[config.mk]
export PLATFORM = sky130hd
export DESIGN_NAME = instr_fetch_stage
export DESIGN_NICKNAME = d
export VERILOG_FILES = /design/src/rtl/instr_fetch_stage.sv
export SDC_FILE = /design/constraint.sdc
export NUM_CORES = 1
export LEC_CHECK = 0
export CORE_MARGIN = 5
export CORE_UTILIZATION = 45
export DETAILED_ROUTE_END_ITERATION = 10
export DONT_BUFFER_PORTS = 1
export GPL_ROUTABILITY_DRIVEN = 0
export PLACE_DENSITY = 0.65
export SYNTH_ARGS = -nofsm -noshare
export SYNTH_HDL_FRONTEND = slang
export SYNTH_HIERARCHICAL = 1
export SYNTH_SLANG_ARGS = --single-unit
[constraint.sdc]
create_clock -name clk -period 5.2 [get_ports clk]
set_clock_uncertainty 0.15 [all_clocks]
set_input_delay 1.04 -clock clk [delete_from_list [all_inputs] [get_ports clk]]
set_output_delay 1.04 -clock clk [all_outputs]
set_load 0.1 [all_outputs]
[src/rtl/instr_fetch_stage.sv]
// -----------------------------------------------------------------------------
// instr_fetch_stage
//   Instruction fetch stage between the PC update unit and decode. It issues
//   in-order fetches to instruction memory (req/gnt/rvalid), tags each returned
//   instruction with its PC, and buffers results in a 2-entry output queue that
//   feeds decode over a valid/ready handshake. A redirect (flush) discards all
//   buffered and in-flight fetches; responses still owed by memory are drained
//   and dropped before fetching resumes.
//
// Ports
//   clk          clock, all state on rising edge
//   reset_n      asynchronous active-low reset
//   pc_in        current PC from the PC update unit
//   pc_advance   PC write enable back to the PC unit (request accepted)
//   flush        redirect; pc_in holds the target on the following cycle
//   imem_req     fetch request            imem_addr   fetch address (= pc_in)
//   imem_gnt     memory accepts request   imem_rvalid in-order response valid
//   imem_rdata   response instruction
//   id_valid     instruction available    id_ready    decode accepts
//   id_pc        PC of head entry         id_instr    instruction of head entry
//   id_fault     head entry is a misaligned-PC fault (id_instr = 0)
// -----------------------------------------------------------------------------

// Protocol checker: a response with nothing outstanding is a memory error.
module instr_fetch_stage_chk #(
    parameter int CW = 2
) (
    input logic          clk,
    input logic          reset_n,
    input logic          imem_rvalid,
    input logic [CW-1:0] outstanding
);
    a_rvalid_needs_outstanding: assert property (
        @(posedge clk) disable iff (!reset_n)
        imem_rvalid |-> (outstanding != {CW{1'b0}})
    );
endmodule

module instr_fetch_stage #(
    parameter int XLEN  = 64,
    parameter int ILEN  = 32,
    parameter int DEPTH = 2
) (
    input  logic            clk,
    input  logic            reset_n,
    input  logic [XLEN-1:0] pc_in,
    output logic            pc_advance,
    input  logic            flush,
    output logic            imem_req,
    output logic [XLEN-1:0] imem_addr,
    input  logic            imem_gnt,
    input  logic            imem_rvalid,
    input  logic [ILEN-1:0] imem_rdata,
    output logic            id_valid,
    input  logic            id_ready,
    output logic [XLEN-1:0] id_pc,
    output logic [ILEN-1:0] id_instr,
    output logic            id_fault
);
    localparam int CW = $clog2(DEPTH + 1);
    localparam int PW = (DEPTH > 1) ? $clog2(DEPTH) : 1;
    localparam int UW = CW + 2;

    typedef enum logic [0:0] {
        ST_RUN   = 1'b0,
        ST_DRAIN = 1'b1
    } state_e;

    state_e          state_q, state_d;
    logic [CW-1:0]   out_q, out_d;
    logic            stall_q, stall_d;

    logic [XLEN-1:0] tag_mem_q [DEPTH];
    logic [PW-1:0]   tag_wp_q, tag_rp_q;

    logic            v0_q, v0_d, v1_q, v1_d;
    logic [XLEN-1:0] pc0_q, pc0_d, pc1_q, pc1_d;
    logic [ILEN-1:0] ins0_q, ins0_d, ins1_q, ins1_d;
    logic            flt0_q, flt0_d, flt1_q, flt1_d;

    logic [1:0]      oq_cnt_s;
    logic [UW-1:0]   used_s;
    logic            pop_s, credit_s, aligned_s, rsp_ok_s, can_issue_s;
    logic            accept_s, rsp_push_s, fault_push_s, push_s;
    logic [XLEN-1:0] push_pc_s;
    logic [ILEN-1:0] push_ins_s;

    function automatic logic [PW-1:0] ptr_inc(input logic [PW-1:0] p);
        if (p == PW'(DEPTH - 1)) begin
            return {PW{1'b0}};
        end else begin
            return p + PW'(1);
        end
    endfunction

    // Credit and issue qualification. The slot freed by this cycle's decode
    // pop counts as available, so a k=1 memory streams one fetch per cycle;
    // occupancy after the edge still never exceeds DEPTH.
    always_comb begin
        oq_cnt_s    = {1'b0, v0_q} + {1'b0, v1_q};
        pop_s       = v0_q & id_ready;
        used_s      = UW'(out_q) + UW'(oq_cnt_s) - UW'(pop_s);
        credit_s    = (used_s < UW'(DEPTH));
        aligned_s   = (pc_in[1:0] == 2'b00);
        rsp_ok_s    = imem_rvalid & (out_q != {CW{1'b0}});
        can_issue_s = reset_n & (state_q == ST_RUN) & credit_s & ~flush & ~stall_q;
    end

    // FSM state register.
    always_ff @(posedge clk or negedge reset_n) begin
        if (!reset_n) begin
            state_q <= ST_RUN;
        end else begin
            state_q <= state_d;
        end
    end

    // FSM next state: leave RUN on a flush that leaves responses owed,
    // return once every owed response has been dropped.
    always_comb begin
        state_d = state_q;
        case (state_q)
            ST_RUN: begin
                if (flush && (out_d != {CW{1'b0}})) begin
                    state_d = ST_DRAIN;
                end else begin
                    state_d = ST_RUN;
                end
            end
            ST_DRAIN: begin
                if (out_d == {CW{1'b0}}) begin
                    state_d = ST_RUN;
                end else begin
                    state_d = ST_DRAIN;
                end
            end
            default: state_d = ST_RUN;
        endcase
    end

    // FSM outputs: memory request side is combinational from pc_in/state/credit.
    always_comb begin
        imem_req   = can_issue_s & aligned_s;
        pc_advance = imem_req & imem_gnt;
        imem_addr  = pc_in;
    end

    // Datapath control: accepted requests, responses kept, fault entries.
    always_comb begin
        accept_s     = pc_advance;
        rsp_push_s   = (state_q == ST_RUN) & rsp_ok_s & ~flush;
        // A misaligned PC is reported only once older fetches have returned,
        // so the fault entry lands behind them in program order.
        fault_push_s = can_issue_s & ~aligned_s & (out_q == {CW{1'b0}});
        push_s       = rsp_push_s | fault_push_s;
        out_d        = out_q + CW'(accept_s) - CW'(rsp_ok_s);
        if (fault_push_s) begin
            push_pc_s  = pc_in;
            push_ins_s = {ILEN{1'b0}};
        end else begin
            push_pc_s  = tag_mem_q[tag_rp_q];
            push_ins_s = imem_rdata;
        end
        if (flush) begin
            stall_d = 1'b0;
        end else if (fault_push_s) begin
            stall_d = 1'b1;
        end else begin
            stall_d = stall_q;
        end
    end

    // Outstanding-request counter and misaligned-stall latch.
    always_ff @(posedge clk or negedge reset_n) begin
        if (!reset_n) begin
            out_q   <= {CW{1'b0}};
            stall_q <= 1'b0;
        end else begin
            out_q   <= out_d;
            stall_q <= stall_d;
        end
    end

    // PC tag queue. Cleared on flush: responses owed afterwards are dropped
    // in DRAIN without consulting it.
    always_ff @(posedge clk or negedge reset_n) begin
        if (!reset_n) begin
            for (int i = 0; i < DEPTH; i++) begin
                tag_mem_q[i] <= {XLEN{1'b0}};
            end
            tag_wp_q <= {PW{1'b0}};
            tag_rp_q <= {PW{1'b0}};
        end else if (flush) begin
            tag_wp_q <= {PW{1'b0}};
            tag_rp_q <= {PW{1'b0}};
        end else begin
            if (accept_s) begin
                tag_mem_q[tag_wp_q] <= pc_in;
                tag_wp_q            <= ptr_inc(tag_wp_q);
            end
            if (rsp_push_s) begin
                tag_rp_q <= ptr_inc(tag_rp_q);
            end
        end
    end

    // Output queue next state: entry 0 is always the head.
    always_comb begin
        v0_d = v0_q;   v1_d = v1_q;
        pc0_d = pc0_q; pc1_d = pc1_q;
        ins0_d = ins0_q; ins1_d = ins1_q;
        flt0_d = flt0_q; flt1_d = flt1_q;
        if (flush) begin
            v0_d = 1'b0;
            v1_d = 1'b0;
        end else begin
            case ({push_s, pop_s})
                2'b10: begin
                    if (!v0_q) begin
                        v0_d = 1'b1; pc0_d = push_pc_s; ins0_d = push_ins_s; flt0_d = fault_push_s;
                    end else begin
                        v1_d = 1'b1; pc1_d = push_pc_s; ins1_d = push_ins_s; flt1_d = fault_push_s;
                    end
                end
                2'b01: begin
                    v0_d = v1_q; pc0_d = pc1_q; ins0_d = ins1_q; flt0_d = flt1_q;
                    v1_d = 1'b0;
                end
                2'b11: begin
                    if (v1_q) begin
                        pc0_d = pc1_q; ins0_d = ins1_q; flt0_d = flt1_q;
                        pc1_d = push_pc_s; ins1_d = push_ins_s; flt1_d = fault_push_s;
                    end else begin
                        pc0_d = push_pc_s; ins0_d = push_ins_s; flt0_d = fault_push_s;
                    end
                end
                default: begin
                    v0_d = v0_q;
                end
            endcase
        end
    end

    // Output queue registers.
    always_ff @(posedge clk or negedge reset_n) begin
        if (!reset_n) begin
            v0_q <= 1'b0;            v1_q <= 1'b0;
            pc0_q <= {XLEN{1'b0}};   pc1_q <= {XLEN{1'b0}};
            ins0_q <= {ILEN{1'b0}};  ins1_q <= {ILEN{1'b0}};
            flt0_q <= 1'b0;          flt1_q <= 1'b0;
        end else begin
            v0_q <= v0_d;     v1_q <= v1_d;
            pc0_q <= pc0_d;   pc1_q <= pc1_d;
            ins0_q <= ins0_d; ins1_q <= ins1_d;
            flt0_q <= flt0_d; flt1_q <= flt1_d;
        end
    end

    assign id_valid = v0_q;
    assign id_pc    = pc0_q;
    assign id_instr = ins0_q;
    assign id_fault = flt0_q;

    instr_fetch_stage_chk #(.CW(CW)) u_chk (
        .clk         (clk),
        .reset_n     (reset_n),
        .imem_rvalid (imem_rvalid),
        .outstanding (out_q)
    );

endmodule

==> impl_metrics.json, run 1 <==
{
  "synth-edff-count": 0,
  "antenna_found_initial": 1,
  "synth_fa_ha_area_share_pct": 0.5786,
  "synth_cell_types": 48,
  "synth-seq-cells": 330,
  "start_util_pct": 45.22,
  "clk_pin_slew_ps": 50,
  "p_leak_nw": 8.232,
  "start_kind": "primary input",
  "pin_count": 266,
  "pwr-share-clk_pct": 24.4,
  "crit_end": "pc_advance",
  "die_h_um": 201.1,
  "dp.cells": 1877,
  "ys_async_sr_fraction_pct": 100.0,
  "cp_cell_sequence": "and2_0 -> ha_1 -> inv_1 -> ha_1 -> a21oi_1 -> fa_1 -> xor2_1 -> nor4_4 -> and4_1 -> buf_12",
  "crit_buf_inv": 2,
  "routed_via_density": 6.287,
  "maxSlewHeadroom_pct": 24.75,
  "final_cells": 1945,
  "power_density_nw_per_um2": 636.0,
  "yosys_warnings": 6,
  "synthMuxAreaShare_pct": 15.28,
  "syn_area_um2": 16440,
  "drc": 0,
  "synth_ff_type": "dfrtp_1",
  "dr.pass1.iters": 6,
  "grt.overflow.total": 0,
  "ys_seq_area_share_pct": 50.24,
  "period_share_pct": 89.49,
  "wl_per_cell_um": 24.00,
  "yosys.area.top_type": "dfrtp_1",
  "setup-violations-final": 0,
  "fin_crit_ps": 4654,
  "synthCells": 1581,
  "crit_path_max_fanout": 5,
  "worst_pin_slew_ps": 1129,
  "hold_viol_final": 0,
  "drt_iter0_markers": 746,
  "htree_levels": 2,
  "crit_family": "adder cells",
  "routed_wl_um": 46670,
  "antenna_left": 0,
  "p_seq_share_pct": 57.4,
  "grt_pass1_vias": 12570,
  "grt_pass1_wl_um": 74350,
  "maxCapViolCount": 0,
  "critPathKind": "primary input to output port",
  "worstPathArrival_ps": 3460,
  "hp-class": "primary input to asynchronous set/reset pin",
  "insertion_delay_ps": 540,
  "core_um2": 36350,
  "cts_num_sinks": 330,
  "cpMostUsedCell": "ha_1",
  "cts_tree": "built",
  "synth_compound_area_share_pct": 20.71,
  "synthTopCellsByArea": "dfrtp_1, mux2_2, o21ai_0, mux2i_1, buf_4",
  "die_w_um": 201.1,
  "die-area_um2": 40450,
  "status": "finished clean",
  "reg2reg_to": "id_pc[58]$_DFFE_PN0P_",
  "yosysMostFrequentCell": "dfrtp_1",
  "rrSetupSlack_ps": 990,
  "slowest_delay_ps": 420,
  "synth_top_family_by_area": "compound AO/OA/AOI/OAI gates",
  "fmax_mhz": 214.9,
  "syn2layout_area_growth_pct": 7.704,
  "p_comb_share_pct": 18.2,
  "cts_buffers": 39,
  "yosys.area_share.simple_pct": 5.451,
  "worstPathRequired_ps": 4010,
  "layout.nets": 1559,
  "peakVddDrop_uv": 324.0,
  "critPathSlowestCell": "fa_1",
  "p_int_mw": 5.721,
  "grt_max_degree": 332,
  "rr_worst_depth": 13,
  "grt_usage_pct": 22.79,
  "clockRootBuffer": "clkbuf_16",
  "hold_buffers": 0,
  "netSwitchingFraction_pct": 49.18,
  "tns_ps": 0,
  "cts_resized": 0,
  "rsz0062_at_grt": "no",
  "synth_top_area_share_pct": 50.24,
  "cp.depth": 10,
  "slew_viol_final": 0,
  "regArea_um2": 8263,
  "clockBufferDepth": 3,
  "multi_input_comb_area_um2": 7053,
  "synth.avg_cell_area_um2": 10.40,
  "vias": 12230,
  "syn-num-nets": 1690,
  "cts_setup_buffers": 0,
  "r2r-start": "id_valid$_DFFE_PN0P_",
  "placement_rows": 70,
  "hpwl_um": 27380,
  "synth_xor_area_share_pct": 0.1599,
  "diodes": 0,
  "p_sw_mw": 5.537,
  "cp-end-kind": "output port",
  "synthTopCellsByCount": "dfrtp_1, o21ai_0, mux2_2",
  "fill_cells": 3225,
  "worstSetupStartpoint": "id_ready",
  "drive_above_1_share_pct": 19.43,
  "io_buffers": 0
}
-- state kept, by name, summed over array words and instances, names as in the netlist, 2 cells and up --
register / flops
id_instr: 32
id_pc: 64
ins1_q: 32
out_q: 2
pc1_q: 64
tag_mem_q: 128
-- logic make-up (layout without fill, tap and decap cells) --
kind of cell,after synthesis,count (layout)
adder cells (fa/ha/maj),7,7
multiplexers,230,230
flip-flops,330,330
XOR/XNOR,3,3
AND/OR/NAND/NOR,180,180
buffers and inverters,256,152
AO/OA/AOI/OAI,575,575
-- power by group through the flow --
stage / logic (mW) / clock network [mW] / registers (mW)
6_report: 2.05 / 2.75 / 6.46
5_1_grt: 2.30 / 2.92 / 6.55
4_1_cts: 2.06 / 2.82 / 6.48
3_5_place_dp: 2.05 / 0 / 6.52
3_3_place_gp: 2.00 / 0 / 6.50
2_1_floorplan: 1.81 / 0 / 6.25
-- cell usage in the layout, fill, tap and decap left out, drive strengths merged, types with 4 or more instances in the layout --
master   netlist  layout
a2111oi       43      43
a22oi         14      14
mux2i         63      63
a221oi        42      42
clkbuf       114      53
o211ai        21      21
nand2         81      81
buf           92      34
o21ai        310     310
nand3         20      20
nor2          13      13
a31oi         40      40
and3          43      43
inv           50      51
and4           4       4
bufinv         0       4
a21boi         4       4
clkinv         0       8
dfrtp        330     330
ha             6       6
a21oi         90      90
mux2         167     167
-- through the flow --
| step | hold WS, ps | utilization (%) | worst slack (ps) | power (mW) | area (µm²) |
|---|---|---|---|---|---|
| 4_1_cts | 28.67 | 48.70 | 563.3 | 11.35 | 17700 |
| 3_3_place_gp | 316.2 | 45.17 | 515.3 | 8.498 | 16420 |
| 5_1_grt | 30.00 | 48.70 | 391.2 | 11.77 | 17700 |
| 3_5_place_dp | 326.4 | 45.17 | 400.7 | 8.575 | 16420 |
| 6_report | 69.88 | 48.70 | 546.4 | 11.26 | 17700 |
| 2_1_floorplan | 297.4 | - | 115.2 | 8.064 | 16440 |
-- area by class of cell --
cell class	instances	area share [%]
inverters	50	1.060
multi-input cells	995	39.84
clock buffers	53	6.206
well taps	468	3.308
repair buffers	34	1.866
clock inverters	15	1.039
flip-flops and latches	330	46.68
-- how the worst min path moves through the flow --
| stage | slack (ps) | endpoint |
|---|---|---|
| finish | 70 | id_instr[4]$_DFFE_PN0P_ |
| global route | 30 | id_instr[26]$_DFFE_PN0P_ |
| CTS | 30 | ins1_q[29]$_DFFE_PN0P_ |
| detailed placement | 330 | tag_mem_q[0]$_DFFE_PN0P_ |
| global placement | 320 | tag_mem_q[0]$_DFFE_PN0P_ |
| floorplan | 300 | tag_mem_q[0]$_DFFE_PN0P_ |
-- per-layer routing --
layer,track usage (%),part of all wire (%)
met5,0,0.028
met4,7.866,2.9
met3,6.511,8.5
met2,37.27,47
met1,29.24,41
Note: power is estimated with default switching activity, not from simulation.
==> inputs of run 2 (changes only) <==
- ABC_AREA: unset -> 1
- BUFFER_PORTS_ARGS: unset -> -buffer_cell sky130_fd_sc_hd__clkbuf_2
- DONT_BUFFER_PORTS: 1 -> unset
- PLACE_DENSITY: 0.65 -> 0.7
==> impl_metrics.json, run 2 <==
{
  "status": "finished clean",
  "wl_per_cell_um": 16.71,
  "drive_above_1_share_pct": 13.87,
  "clockRootBuffer": "clkbuf_16",
  "die-area_um2": 45090,
  "yosys.area.top_type": "dfrtp_1",
  "hpwl_um": 31080,
  "p_seq_share_pct": 30.5,
  "cp-end-kind": "output port",
  "cts_num_sinks": 330,
  "critPathKind": "primary input to output port",
  "rsz0062_at_grt": "no",
  "yosysMostFrequentCell": "nand2_1",
  "setup-violations-final": 0,
  "synth_fa_ha_area_share_pct": 0.5161,
  "syn2layout_area_growth_pct": 12.75,
  "layout.nets": 2852,
  "synthTopCellsByArea": "dfrtp_1, nand2_1, nand3_1, o21ai_0, inv_1",
  "slowest_delay_ps": 470,
  "grt_pass1_vias": 17200,
  "rrSetupSlack_ps": 1050,
  "synth_top_area_share_pct": 44.82,
  "cts_setup_buffers": 0,
  "insertion_delay_ps": 550,
  "final_common_cell": "nand2_1",
  "cts_tree": "built",
  "cpMostUsedCell": "nand2_1",
  "placement_rows": 74,
  "hold_buffers": 0,
  "synthCells": 2651,
  "critPathSlowestCell": "fa_1",
  "die_w_um": 212.4,
  "p_leak_nw": 11.25,
  "slew_viol_final": 0,
  "antenna_left": 0,
  "crit_buf_inv": 7,
  "maxCapViolCount": 0,
  "fin_crit_ps": 4838,
  "reg2reg_to": "id_instr[20]$_DFFE_PN0P_",
  "synth_cell_types": 27,
  "fmax_mhz": 206.7,
  "placed_cell_area_um2": 19460,
  "fill_cells": 3952,
  "clk_pin_slew_ps": 60,
  "routed_wl_um": 55130,
  "p_comb_share_pct": 47.9,
  "synth_ff_type": "dfrtp_1",
  "peakVddDrop_uv": 580.5,
  "cp_cell_sequence": "clkbuf_2 -> nand2_8 -> inv_4 -> ha_4 -> inv_2 -> ha_1 -> nand2_1 -> nand2_1 -> inv_1 -> fa_1 -> inv_1 -> nor2_1 -> nand2_1 -> nor2_4 -> nand2_1 -> nor3_4 -> nand2_4 -> clkinvlp_4 -> buf_12",
  "rr_worst_depth": 23,
  "r2r-start": "id_valid$_DFFE_PN0P_",
  "routed_via_density": 5.331,
  "syn_area_um2": 18430,
  "crit_family": "simple AND/OR/NAND/NOR gates",
  "maxSlewHeadroom_pct": 35.05,
  "fin_area_um2": 20770,
  "yosys_warnings": 6,
  "worstPathRequired_ps": 4010,
  "synth_top_family_by_area": "simple AND/OR/NAND/NOR gates",
  "ys_async_sr_fraction_pct": 100.0,
  "hp-class": "primary input to asynchronous set/reset pin",
  "top_register": "tag_mem_q",
  "start_util_pct": 45.33,
  "power_density_nw_per_um2": 628.0,
  "dr.pass1.iters": 6,
  "synthTopCellsByCount": "nand2_1, dfrtp_1, nand3_1",
  "hold_viol_final": 0,
  "io_buffers": 265,
  "crit_path_max_fanout": 5,
  "vias": 17590,
  "synth.avg_cell_area_um2": 6.950,
  "drc": 0,
  "worstPathArrival_ps": 3650,
  "grt_max_degree": 183,
  "drt_iter0_markers": 1559,
  "p_sw_mw": 6.656,
  "ys_seq_area_share_pct": 44.82,
  "die_h_um": 212.4,
  "clockBufferDepth": 3,
  "grt_usage_pct": 24.27,
  "htree_levels": 2,
  "tns_ps": 0,
  "synth-seq-cells": 330,
  "cts_buffers": 39,
  "syn-num-nets": 2760,
  "grt.overflow.total": 0,
  "antenna_found_initial": 0,
  "pwr-share-clk_pct": 21.6,
  "period_share_pct": 93.05,
  "grt_pass1_wl_um": 89140,
  "netSwitchingFraction_pct": 51.02,
  "synth-edff-count": 0,
  "cp.depth": 19,
  "layout_common_cells": "nand2_1, dfrtp_1, clkbuf_2, nand3_1, inv_1",
  "start_kind": "primary input",
  "synth_compound_area_share_pct": 6.730,
  "yosys.area_share.simple_pct": 36.34,
  "worst_pin_slew_ps": 974.3,
  "diodes": 0,
  "synth_xor_area_share_pct": 0.09507,
  "pin_count": 266,
  "synthMuxAreaShare_pct": 0,
  "p_int_mw": 6.391,
  "largest_reg_flops": 128,
  "core_um2": 40650,
  "cts_resized": 0
}
==> run 2: changes by cell type after synthesis, moves of 107 or more <==
cell     delta
nand3_1   +241
nand2_1  +1065
nor2_1    +107
o21ai_0   -117
mux2_2    -167
inv_1     +142
==> run 2: cell type report <==
class                           count  area [µm²]  share of cell area [%]
Sequential cell                   330        8267                   39.79
Timing Repair Buffer              294        1647                   7.926
Clock inverter                     10       128.9                  0.6204
Inverter                          199       755.7                   3.638
Tap cell                          532       665.6                   3.204
Multi-Input combinational cell   1879        8128                   39.13
Clock buffer                       56        1182                   5.692
==> run 2: per-stage QoR <==
step / power, mW / utilization (%) / hold slack [ps] / worst slack, ps / instances
global placement: 10.11 / 47.88 / 303.2 / 324.9 / 3234
global route: 13.85 / 51.11 / 272.0 / 227.8 / 3300
floorplan: 9.024 / - / 291.7 / -386.9 / 2651
CTS: 13.14 / 51.11 / 253.8 / 355.8 / 3300
detailed placement: 10.25 / 47.88 / 308.5 / 367.8 / 3234
finish: 13.05 / 51.11 / 257.4 / 361.6 / 3300
==> run 2: cells by family after synthesis <==
group / Yosys count
XOR/XNOR: 2
AO/OA/AOI/OAI: 247
adder cells (fa/ha/maj): 7
flip-flops: 330
buffers and inverters: 442
AND/OR/NAND/NOR: 1623
==> run 2: power groups by stage <==
stage | Clock [mW] | Combinational, mW | Sequential [mW]
2_1_floorplan | 0 | 2.49 | 6.54
3_3_place_gp | 0 | 6.12 | 3.99
3_5_place_dp | 0 | 6.24 | 4.01
4_1_cts | 2.89 | 6.27 | 3.98
5_1_grt | 2.99 | 6.77 | 4.08
6_report | 2.82 | 6.25 | 3.98
==> run 2: worst max-delay path by stage <==
stage	startpoint	end
after floorplan	id_ready	pc_advance
after global placement	id_ready	pc_advance
after detailed placement	id_ready	pc_advance
after CTS	id_ready	pc_advance
after global routing	id_ready	pc_advance
final	id_ready	pc_advance
==> run 2: per-layer routing <==
| layer | up-vias | share of wire (%) | GRT usage [%] |
|---|---|---|---|
| met4 | 0 | 2.9 | 8.696 |
| li1 | 8477 | - | - |
| met2 | 683 | 47 | 40.67 |
| met5 | - | 0 | 0 |
| met1 | 8325 | 42 | 31.75 |
| met3 | 107 | 7.7 | 4.471 |
